===== config.mk =====
export PLATFORM = sky130hd
export DESIGN_NAME = uart_rx_core
export DESIGN_NICKNAME = d
export VERILOG_FILES = /design/src/rtl/uart_rx_core_pkg.sv /design/src/rtl/uart_rx_fifo.sv /design/src/rtl/uart_rx_core.sv
export SDC_FILE = /design/constraint.sdc
export NUM_CORES = 1
export LEC_CHECK = 0
export ABC_CLOCK_PERIOD_IN_PS = 4590
export CAP_MARGIN = 0
export CORE_ASPECT_RATIO = 0.5
export CORE_UTILIZATION = 45
export CTS_CLUSTER_DIAMETER = 200
export DETAILED_ROUTE_END_ITERATION = 10
export DONT_BUFFER_PORTS = 1
export SETUP_SLACK_MARGIN = 0.15
export SLEW_MARGIN = 20
export SYNTH_ARGS = -nofsm -noshare
export SYNTH_HDL_FRONTEND = slang
export SYNTH_SLANG_ARGS = --single-unit
export TNS_END_PERCENT = 50

===== constraint.sdc =====
create_clock -name clock -period 4.59 [get_ports clock]
set_input_delay 0.918 -clock clock [delete_from_list [all_inputs] [get_ports clock]]
set_output_delay 0.918 -clock clock [all_outputs]
set_load 0.01 [all_outputs]

===== src/rtl/uart_rx_core_pkg.sv =====
// rtl/uart_rx_core_pkg.sv - shared state encoding and sampling helper for uart_rx_core
package uart_rx_core_pkg;

  typedef enum logic [2:0] {
    S_IDLE   = 3'd0,
    S_START  = 3'd1,
    S_DATA   = 3'd2,
    S_PARITY = 3'd3,
    S_STOP   = 3'd4
  } rx_state_e;

  function automatic logic majority3(input logic a, input logic b, input logic c);
    return (a & b) | (a & c) | (b & c);
  endfunction

endpackage


===== src/rtl/uart_rx_fifo.sv =====
// rtl/uart_rx_fifo.sv - first-word-fallthrough receive FIFO, extra pointer bit separates full from empty
module uart_rx_fifo #(
  parameter int WIDTH = 10,
  parameter int DEPTH = 4
) (
  input  logic             clock,
  input  logic             resetb,
  input  logic             push,
  input  logic [WIDTH-1:0] din,
  output logic             full,
  input  logic             pop,
  output logic [WIDTH-1:0] dout,
  output logic             empty
);
  localparam int AW = $clog2(DEPTH);

  logic [AW:0]      wr_ptr_q, wr_ptr_d;
  logic [AW:0]      rd_ptr_q, rd_ptr_d;
  logic [WIDTH-1:0] mem [DEPTH];
  logic             do_push, do_pop;

  assign empty   = (wr_ptr_q == rd_ptr_q);
  assign full    = ((wr_ptr_q ^ rd_ptr_q) == {1'b1, {AW{1'b0}}});
  assign do_pop  = pop && !empty;
  // A pop in the same cycle frees the slot, so a push into a full FIFO still lands.
  assign do_push = push && (!full || do_pop);
  assign dout    = mem[rd_ptr_q[AW-1:0]];

  always_comb begin
    wr_ptr_d = wr_ptr_q + {{AW{1'b0}}, do_push};
    rd_ptr_d = rd_ptr_q + {{AW{1'b0}}, do_pop};
  end

  always_ff @(posedge clock or negedge resetb) begin
    if (!resetb) begin
      wr_ptr_q <= '0;
      rd_ptr_q <= '0;
    end else begin
      wr_ptr_q <= wr_ptr_d;
      rd_ptr_q <= rd_ptr_d;
    end
  end

  always_ff @(posedge clock) begin
    if (do_push) mem[wr_ptr_q[AW-1:0]] <= din;
  end

endmodule


===== src/rtl/uart_rx_core.sv =====
// rtl/uart_rx_core.sv - configurable oversampling UART receiver with majority vote and receive FIFO
module uart_rx_core
  import uart_rx_core_pkg::*;
#(
  parameter int DATA_BITS  = 8,
  parameter int OVERSAMPLE = 16,
  parameter int DIV_WIDTH  = 16,
  parameter int PARITY_EN  = 0,
  parameter int PARITY_ODD = 0,
  parameter int STOP_BITS  = 1,
  parameter int FIFO_DEPTH = 4
) (
  input  logic                 clock,
  input  logic                 resetb,
  input  logic [DIV_WIDTH-1:0] divisor,
  input  logic                 rx,
  output logic [DATA_BITS-1:0] rx_data,
  output logic                 rx_frame_err,
  output logic                 rx_parity_err,
  output logic                 rx_valid,
  input  logic                 rx_ready,
  output logic                 overrun,
  input  logic                 err_clear,
  output logic                 busy
);
  localparam int SCW    = $clog2(OVERSAMPLE);
  localparam int MID    = OVERSAMPLE / 2;
  localparam int FE_BIT = DATA_BITS;
  localparam int PE_BIT = DATA_BITS + 1;
  localparam int EW     = DATA_BITS + 2;

  if (DATA_BITS < 5 || DATA_BITS > 9 || OVERSAMPLE < 8 || OVERSAMPLE > 32 ||
      (OVERSAMPLE % 2) != 0 || STOP_BITS < 1 || STOP_BITS > 2 || FIFO_DEPTH < 2 ||
      (FIFO_DEPTH & (FIFO_DEPTH - 1)) != 0) begin : g_param_check
    $error("uart_rx_core: parameter out of range");
  end

  logic [1:0]           sync_q, sync_d;
  logic [DIV_WIDTH-1:0] div_cnt_q, div_cnt_d;
  rx_state_e            state_q, state_d;
  logic [SCW-1:0]       sc_q, sc_d;
  logic [3:0]           bit_cnt_q, bit_cnt_d;
  logic                 stop_cnt_q, stop_cnt_d;
  logic                 armed_q, armed_d;
  logic [1:0]           samp_q, samp_d;
  logic [DATA_BITS-1:0] shift_q, shift_d;
  logic                 parity_err_q, parity_err_d;
  logic                 frame_err_q, frame_err_d;
  logic                 push_q, push_d;
  logic [EW-1:0]        entry_q, entry_d;
  logic                 busy_q, busy_d;
  logic                 overrun_q, overrun_d;
  logic                 rxs, tick, maj, maj_pt, bit_end, frame_err_next;
  logic                 fifo_full, fifo_empty, fifo_pop;
  logic [EW-1:0]        fifo_dout;

  assign rxs            = sync_q[1];
  assign tick           = (div_cnt_q >= divisor);
  assign maj            = majority3(samp_q[0], samp_q[1], rxs);
  assign maj_pt         = tick && (sc_q == SCW'(MID + 1));
  assign bit_end        = tick && (sc_q == SCW'(OVERSAMPLE - 1));
  assign frame_err_next = frame_err_q | ~maj;
  assign fifo_pop       = !fifo_empty && rx_ready;

  always_comb begin
    sync_d       = {sync_q[0], rx};
    div_cnt_d    = tick ? '0 : div_cnt_q + 1'b1;
    state_d      = state_q;
    sc_d         = sc_q;
    bit_cnt_d    = bit_cnt_q;
    stop_cnt_d   = stop_cnt_q;
    armed_d      = armed_q;
    samp_d       = samp_q;
    shift_d      = shift_q;
    parity_err_d = parity_err_q;
    frame_err_d  = frame_err_q;
    push_d       = 1'b0;
    entry_d      = entry_q;
    overrun_d    = overrun_q;

    if (tick && state_q != S_IDLE) sc_d = bit_end ? '0 : sc_q + 1'b1;
    if (tick && sc_q == SCW'(MID - 1)) samp_d[0] = rxs;
    if (tick && sc_q == SCW'(MID)) samp_d[1] = rxs;

    case (state_q)
      S_IDLE: begin
        // armed needs a high line first, so a held-low break cannot retrigger.
        if (rxs) begin
          armed_d = 1'b1;
        end else if (armed_q) begin
          state_d      = S_START;
          armed_d      = 1'b0;
          sc_d         = '0;
          div_cnt_d    = '0;
          bit_cnt_d    = '0;
          stop_cnt_d   = 1'b0;
          parity_err_d = 1'b0;
          frame_err_d  = 1'b0;
        end
      end
      S_START: begin
        if (maj_pt && maj) state_d = S_IDLE;
        else if (bit_end) state_d = S_DATA;
      end
      S_DATA: begin
        if (maj_pt) shift_d = {maj, shift_q[DATA_BITS-1:1]};
        if (bit_end) begin
          if (bit_cnt_q == 4'(DATA_BITS - 1)) state_d = (PARITY_EN != 0) ? S_PARITY : S_STOP;
          else bit_cnt_d = bit_cnt_q + 4'd1;
        end
      end
      S_PARITY: begin
        if (maj_pt) parity_err_d = ((^shift_q) ^ maj) != (PARITY_ODD != 0);
        if (bit_end) state_d = S_STOP;
      end
      S_STOP: begin
        if (maj_pt) begin
          frame_err_d = frame_err_next;
          // Leave at mid-bit of the last stop so a back-to-back start edge is not missed.
          if (stop_cnt_q == 1'(STOP_BITS - 1)) begin
            push_d  = 1'b1;
            entry_d = {parity_err_q, frame_err_next, shift_q};
            state_d = S_IDLE;
          end
        end
        if (bit_end) stop_cnt_d = 1'b1;
      end
      default: state_d = S_IDLE;
    endcase

    busy_d = (state_d != S_IDLE);
    if (err_clear) overrun_d = 1'b0;
    if (push_q && fifo_full && !fifo_pop) overrun_d = 1'b1;
  end

  always_ff @(posedge clock or negedge resetb) begin
    if (!resetb) begin
      sync_q       <= 2'b11;
      div_cnt_q    <= '0;
      state_q      <= S_IDLE;
      sc_q         <= '0;
      bit_cnt_q    <= '0;
      stop_cnt_q   <= 1'b0;
      armed_q      <= 1'b0;
      samp_q       <= '0;
      shift_q      <= '0;
      parity_err_q <= 1'b0;
      frame_err_q  <= 1'b0;
      push_q       <= 1'b0;
      entry_q      <= '0;
      busy_q       <= 1'b0;
      overrun_q    <= 1'b0;
    end else begin
      sync_q       <= sync_d;
      div_cnt_q    <= div_cnt_d;
      state_q      <= state_d;
      sc_q         <= sc_d;
      bit_cnt_q    <= bit_cnt_d;
      stop_cnt_q   <= stop_cnt_d;
      armed_q      <= armed_d;
      samp_q       <= samp_d;
      shift_q      <= shift_d;
      parity_err_q <= parity_err_d;
      frame_err_q  <= frame_err_d;
      push_q       <= push_d;
      entry_q      <= entry_d;
      busy_q       <= busy_d;
      overrun_q    <= overrun_d;
    end
  end

  uart_rx_fifo #(
    .WIDTH (EW),
    .DEPTH (FIFO_DEPTH)
  ) u_fifo (
    .clock  (clock),
    .resetb (resetb),
    .push   (push_q),
    .din    (entry_q),
    .full   (fifo_full),
    .pop    (fifo_pop),
    .dout   (fifo_dout),
    .empty  (fifo_empty)
  );

  assign rx_valid      = !fifo_empty;
  assign rx_data       = fifo_empty ? '0 : fifo_dout[DATA_BITS-1:0];
  assign rx_frame_err  = !fifo_empty && fifo_dout[FE_BIT];
  assign rx_parity_err = !fifo_empty && fifo_dout[PE_BIT];
  assign overrun       = overrun_q;
  assign busy          = busy_q;

endmodule


# After elaboration in Yosys (flattened, before gate mapping)
# Memories as Yosys holds them, arrays and structs flattened.
# Cells that the tools add are included.
[word_totals] inputBits=21 n_memories=1 ramBits=40 register_bits=62 output_inout_bits=13
[classes] bitwise=10 addsub=5 mux=41 magnitude_cmp=1 n_eq_ne=18 n_reduce_logical=31
[mem_list] name="u_fifo.mem" words=4 width=10 rd=1 rd_ports_with_merged_regs=0 wr=1 line="uart_rx_fifo.sv:19" source="logic [WIDTH-1:0] mem [DEPTH];"
[ops] op="16-bit 2-to-1 mux" count=4
[ops] op="4-bit 2-to-1 mux" count=9
[ops] op="3-bit 2-to-1 mux" count=9
[ops] op="16-bit by 1-bit adder with 16-bit output (second input constant)" count=1
[ops] op="16-bit >= comparator" count=1
[ops] op="3-bit one-hot mux with 5 select lines" count=1
[ops] op="2-bit inequality test (second input constant)" count=7
[ops] op="1-bit logical AND" count=13
[ops] op="1-bit 2-to-1 mux" count=13
[ops] op="4-bit equality test (second input constant)" count=3
[ops] op="4-bit AND reduction" count=3
[ops] op="4-bit by 1-bit adder with 4-bit output (second input constant)" count=2
[ops] op="4-bit by 3-bit equality test with 1-bit output (second input constant)" count=2
[ops] op="8-bit 2-to-1 mux" count=1
[ops] op="4-bit one-hot mux with 2 select lines" count=1
[ops] op="2-bit nonzero test" count=4
[ops] op="8-bit XOR reduction" count=1
[ops] op="3-bit by 1-bit adder with 3-bit output" count=2
[ops] op="3-bit by 2-bit equality test with 1-bit output (second input constant)" count=2
[ops] op="3-bit equality test (second input constant)" count=2
[ops] op="1-bit one-hot mux with 2 select lines" count=3
[ops] op="3-bit nonzero test" count=2
[ops] op="5-bit AND reduction" count=1
[ops] op="1-bit bitwise AND" count=3
[ops] op="11 further kinds" count=16

# Logic depth before layout (Yosys ltp)
[logic_depth] depth_word=8 mapped_depth=10

# Hierarchy
# From an unflattened synthesis, not the netlist that was laid out.
[unflattened] cells_unflattened=379 area_unflattened_um2=4909.7
[modules_own_cells] module="uart_rx_core" cells_each=302 n_inst=1 seq_area_each_um2=1403.8 area_per_inst_um2=3129.3
[modules_own_cells] module="uart_rx_fifo" cells_each=77 n_inst=1 seq_area_each_um2=1351.3 area_per_inst_um2=1780.5

# Worst setup path after synthesis
# OpenSTA, ideal clock, no wires.
[synth_timing] path_kind="input -> register" from="input divisor[5]" to="register entry_q[0]" setup_time_ps=125 t_arrival_ps=2861 t_required_ps=4465 path_buffers=1 path_stages=10 setup_slack_ps=1604 path_cell_list="inv_1 ha_1 nand2_1 nor3_2 a21oi_1 o41ai_4 nand3_2 or3_4 buf_6 mux2_4"
[synth_via] elab_chain_len=3
[synth_rtl] item="start: declaration" line="uart_rx_core.sv:15" source="input logic [DIV_WIDTH-1:0] divisor,"
[synth_rtl] item="16-bit >= comparator" line="uart_rx_core.sv:58" source="assign tick = (div_cnt_q >= divisor);"
[synth_rtl] item="1-bit logical AND" line="uart_rx_core.sv:60" source="assign maj_pt = tick && (sc_q == SCW'(MID + 1));"
[synth_rtl] item="3-bit AND reduction (no line)"
[synth_rtl] item="end signal: assignment" line="uart_rx_core.sv:166" source="entry_q <= entry_d;"
[synth_rtl] item="end: declaration" line="uart_rx_core.sv:50" source="logic [EW-1:0] entry_q, entry_d;"
# Every way passes these cells.
# A chain may end at the register's enable or synchronous reset.

# Worst setup path after layout
[layout_timing] from="register u_fifo.rd_ptr_q[0]" to="output rx_data[3]"
[layout_via] elab_chain_len=2 elab_cells_between_ends=3 classes_between="eq/ne (1); mux (1); memory (1)"
[layout_rtl] item="start: declaration" line="uart_rx_fifo.sv:18" source="logic [AW:0] rd_ptr_q, rd_ptr_d;"
[layout_rtl] item="start signal: assignment" line="uart_rx_fifo.sv:40" source="rd_ptr_q <= rd_ptr_d;"
[layout_rtl] item="memory read 4 x 10 bit or 3-bit equality test (tied branches)"
[layout_rtl] item="8-bit 2-to-1 mux (*)" line="uart_rx_core.sv:187" source="assign rx_data = fifo_empty ? '0 : fifo_dout[DATA_BITS-1:0];"
[layout_rtl] item="end: declaration" line="uart_rx_core.sv:17" source="output logic [DATA_BITS-1:0] rx_data,"
# Mark *: on every way between the ends. The rest lies on a longest branch, timed or not.

==> flow_summary.ini <==
[run_status]
outcome = complete, no violations

[floorplanning]
ioPinCount = 34
start_util_pct = 46.8
floorplan.die_area_um2 = 11200
core-area_um2 = 10300
die_x_um = 149
fp-row-count = 26
fp.dieH_um = 75.3

[global_routing]
grt-ovfl-total = 0
grt_usage_pct = 15.8
grt_pass1_vias = 2700
grt_pass1_wl_um = 13300
grt_antenna_before_repair = 0
grt_max_degree = 63

[sta]
tightest_slew_ns = 0.923
setup_viol = 0
maxSlewHeadroom_pct = 38.3
finClkSkew_ns = 0.00814
fmax_mhz = 344
worst_slack_ns = 1.68
post-route-period-util_pct = 63.4
setup_tns_ns = 0
fin_crit_ns = 2.91
final_hold_viol_count = 0
rsz0062_at_grt = false
drv_slew = 0

[yosys]
synth_top_area_share_pct = 31.0
syn_inst = 374
yosys-top-cells-count = dfrtp_1, edfxtp_1, nor2_1, inv_1, ha_1
ys_warn_count = 0
ys_seq_elements = 102
synthArstFlopShare_pct = 60.8
ys_seq_area_share_pct = 56.9
synth_most_common_cell = dfrtp_1
yosysUniqueCellTypes = 51
synth_edf_count = 40
ys.flop_type = dfrtp_1
yosys.area.top_type = dfrtp_1
synth_nets = 420
syn_area_per_cell_um2 = 12.9
synth_area_leaders = dfrtp_1, edfxtp_1, ha_1
synth_area_um2 = 4840

[route]
top_layer_used = met4
ant_nets = 0
wirelength_um = 8000
dr_wl_met2_um = 3730
first_pass_iters = 4
wl_met3_um = 251
drt-met1-wl_um = 3940
drt_iter0_markers = 113
via_per_inst = 5.24
wl_per_cell_um = 15.4
vias = 2726
drc = 0

[clock_network]
clock_latency_ns = 0.34
ctsResizeCount = 0
clkTransAtPathRegs_ns = 0.07
root_buffer = clkbuf_16
post_cts_buffers = 0
clkSinkCount = 102
cts_buffers = 9
clockBufferDepth = 2
holdBufCountCts = 0
cts_tree = yes
htreeDepth = 3

[setup_path]
crit_path_max_incr_delay_ns = 0.81
cp.required_ns = 3.67
path_buf_inv = 0
cpMaxStageDelayCell = dfrtp_1
worstSetupPathType = flop to output port
arrival_ns = 1.99
rr_worst_depth = 9
cp-end-kind = output port
cp_top_family = flip-flops
critical_path_depth = 3
crit_fanout = 12
start_kind = flop
crit_chain = xnor2_1, and3_1, nor2b_1

[place]
place_area_um2 = 4970
numPortBuffers = 0
gp_congestion = 0.772
dp.cells = 504
pre_cts_ws_ns = 1.46
dp_hpwl_um = 5690

[final_layout]
nNetsFinal = 421
n_fill_cell = 884
fin_cells = 520
multiInputGateArea_um2 = 1930
final_cell_area_um2 = 5280
syn_to_final_growth_pct = 9.07
drive_above_1_share_pct = 15.0
antenna_cells = 0
final-seq-area_um2 = 2760

[min_path]
hp-class = primary input to asynchronous set/reset pin

[pwr]
power.switching_w = 0.000560
combPwrFrac_pct = 11.4
seqPwrFrac_pct = 52.3
power.density_nw_per_um2 = 401
p_clk_share_pct = 36.3
switching_share_pct = 26.5
vdd_ir_drop_max_uv = 245
cell_internal_pwr_w = 0.00156
total_power_w = 0.00212
cellLeakagePower_nw = 2.41

[run]
cap_violations = 0
-- per-stage QoR --
| step | hold slack, ns | util [%] |
|---|---|---|
| finish | 0.267 | 51.0 |
| global route | 0.247 | 51.0 |
| CTS | 0.254 | 51.0 |
| detailed placement | 0.352 | 48.1 |
| global placement | 0.348 | 48.1 |
| floorplan | 0.345 | - |
-- final timing paths --
| path | startpoint | to | slack [ns] |
|---|---|---|---|
| worst max-delay path | u_fifo.rd_ptr_q[0]$_DFF_PN0_ | rx_data[3] | 1.68 |
| worst min-delay path | resetb | div_cnt_q[11]$_DFF_PN0_ | 0.27 |
| worst max register to register | div_cnt_q[0]$_DFF_PN0_ | entry_q[8]$_DFFE_PN0P_ | 1.93 |
| worst min register to register | sync_q[0]$_DFF_PN1_ | sync_q[1]$_DFF_PN1_ | 0.36 |
| max in group asynchronous | resetb | sync_q[1]$_DFF_PN1_ | 4.13 |
| min in group clock | sync_q[0]$_DFF_PN1_ | sync_q[1]$_DFF_PN1_ | 0.36 |
-- logic make-up (layout without fill, tap and decap cells) --
group	after synthesis	count (layout)	share of synthesized area (%)
AO/OA/AOI/OAI	35	35	5.30
buffers and inverters	40	46	3.26
adder cells (fa/ha/maj)	26	26	6.67
multiplexers	35	35	11.1
AND/OR/NAND/NOR	109	109	11.9
flip-flops	102	102	56.9
XOR/XNOR	27	27	4.89
-- cells in the final DEF, fill, tap and decap left out, types with 8 or more instances in the layout --
cell type / instances
a21oi_1: 9
nor2b_1: 14
xor2_1: 8
ha_1: 25
xnor2_1: 19
mux2_2: 13
mux4_2: 10
nand2_1: 17
clkbuf_16: 9
edfxtp_1: 40
inv_1: 30
nor2_1: 31
dfrtp_1: 60
mux2_4: 9
nor3_1: 8
nand3_1: 10
-- state kept, by name, summed over array words and instances, names as in the netlist --
| name | cells |
|---|---|
| u_fifo.wr_ptr_q | 3 |
| parity_err_q | 1 |
| entry_q | 10 |
| shift_q | 8 |
| push_q | 1 |
| div_cnt_q | 16 |
| bit_cnt_q | 4 |
| u_fifo.mem | 40 |
| sync_q | 2 |
| stop_cnt_q | 1 |
| armed_q | 1 |
| u_fifo.rd_ptr_q | 3 |
| overrun | 1 |
| frame_err_q | 1 |
| sc_q | 4 |
| busy | 1 |
| samp_q | 2 |
| state_q | 3 |
-- per-layer routing --
layer  vias to the layer above  GRT usage [%]
met1                      1352           20.5
li1                       1329              -
met4                         0           5.27
met5                         -              0
met2                        38           26.1
met3                         7           4.49
-- area by class of cell --
cell class,count,area share [%]
clock buffers,10,4.34
clock inverters,6,1.42
inverters,30,2.13
multi-input cells,232,36.6
flip-flops and latches,102,52.2
well taps,140,3.32
-- worst reg2reg max path, cell delays in order, from the launching register on --
cell	delay [ns]
dfrtp_1	0.48
inv_1	0.08
ha_1	0.28
nor2b_1	0.04
o21ai_1	0.12
a21oi_1	0.12
o41ai_4	0.46
nand3_2	0.18
or3_4	0.46
mux2_4	0.33
-- power groups by stage --
stage	Combinational, W	Sequential [W]	Clock [W]
5_1_grt	0.000278	0.00112	0.000821
6_report	0.000241	0.00111	0.000769
2_1_floorplan	0.000241	0.00107	0
4_1_cts	0.000246	0.00111	0.000784
3_3_place_gp	0.000229	0.00113	0
3_5_place_dp	0.000245	0.00113	0
No activity file was read; power rests on OpenSTA's default activity.
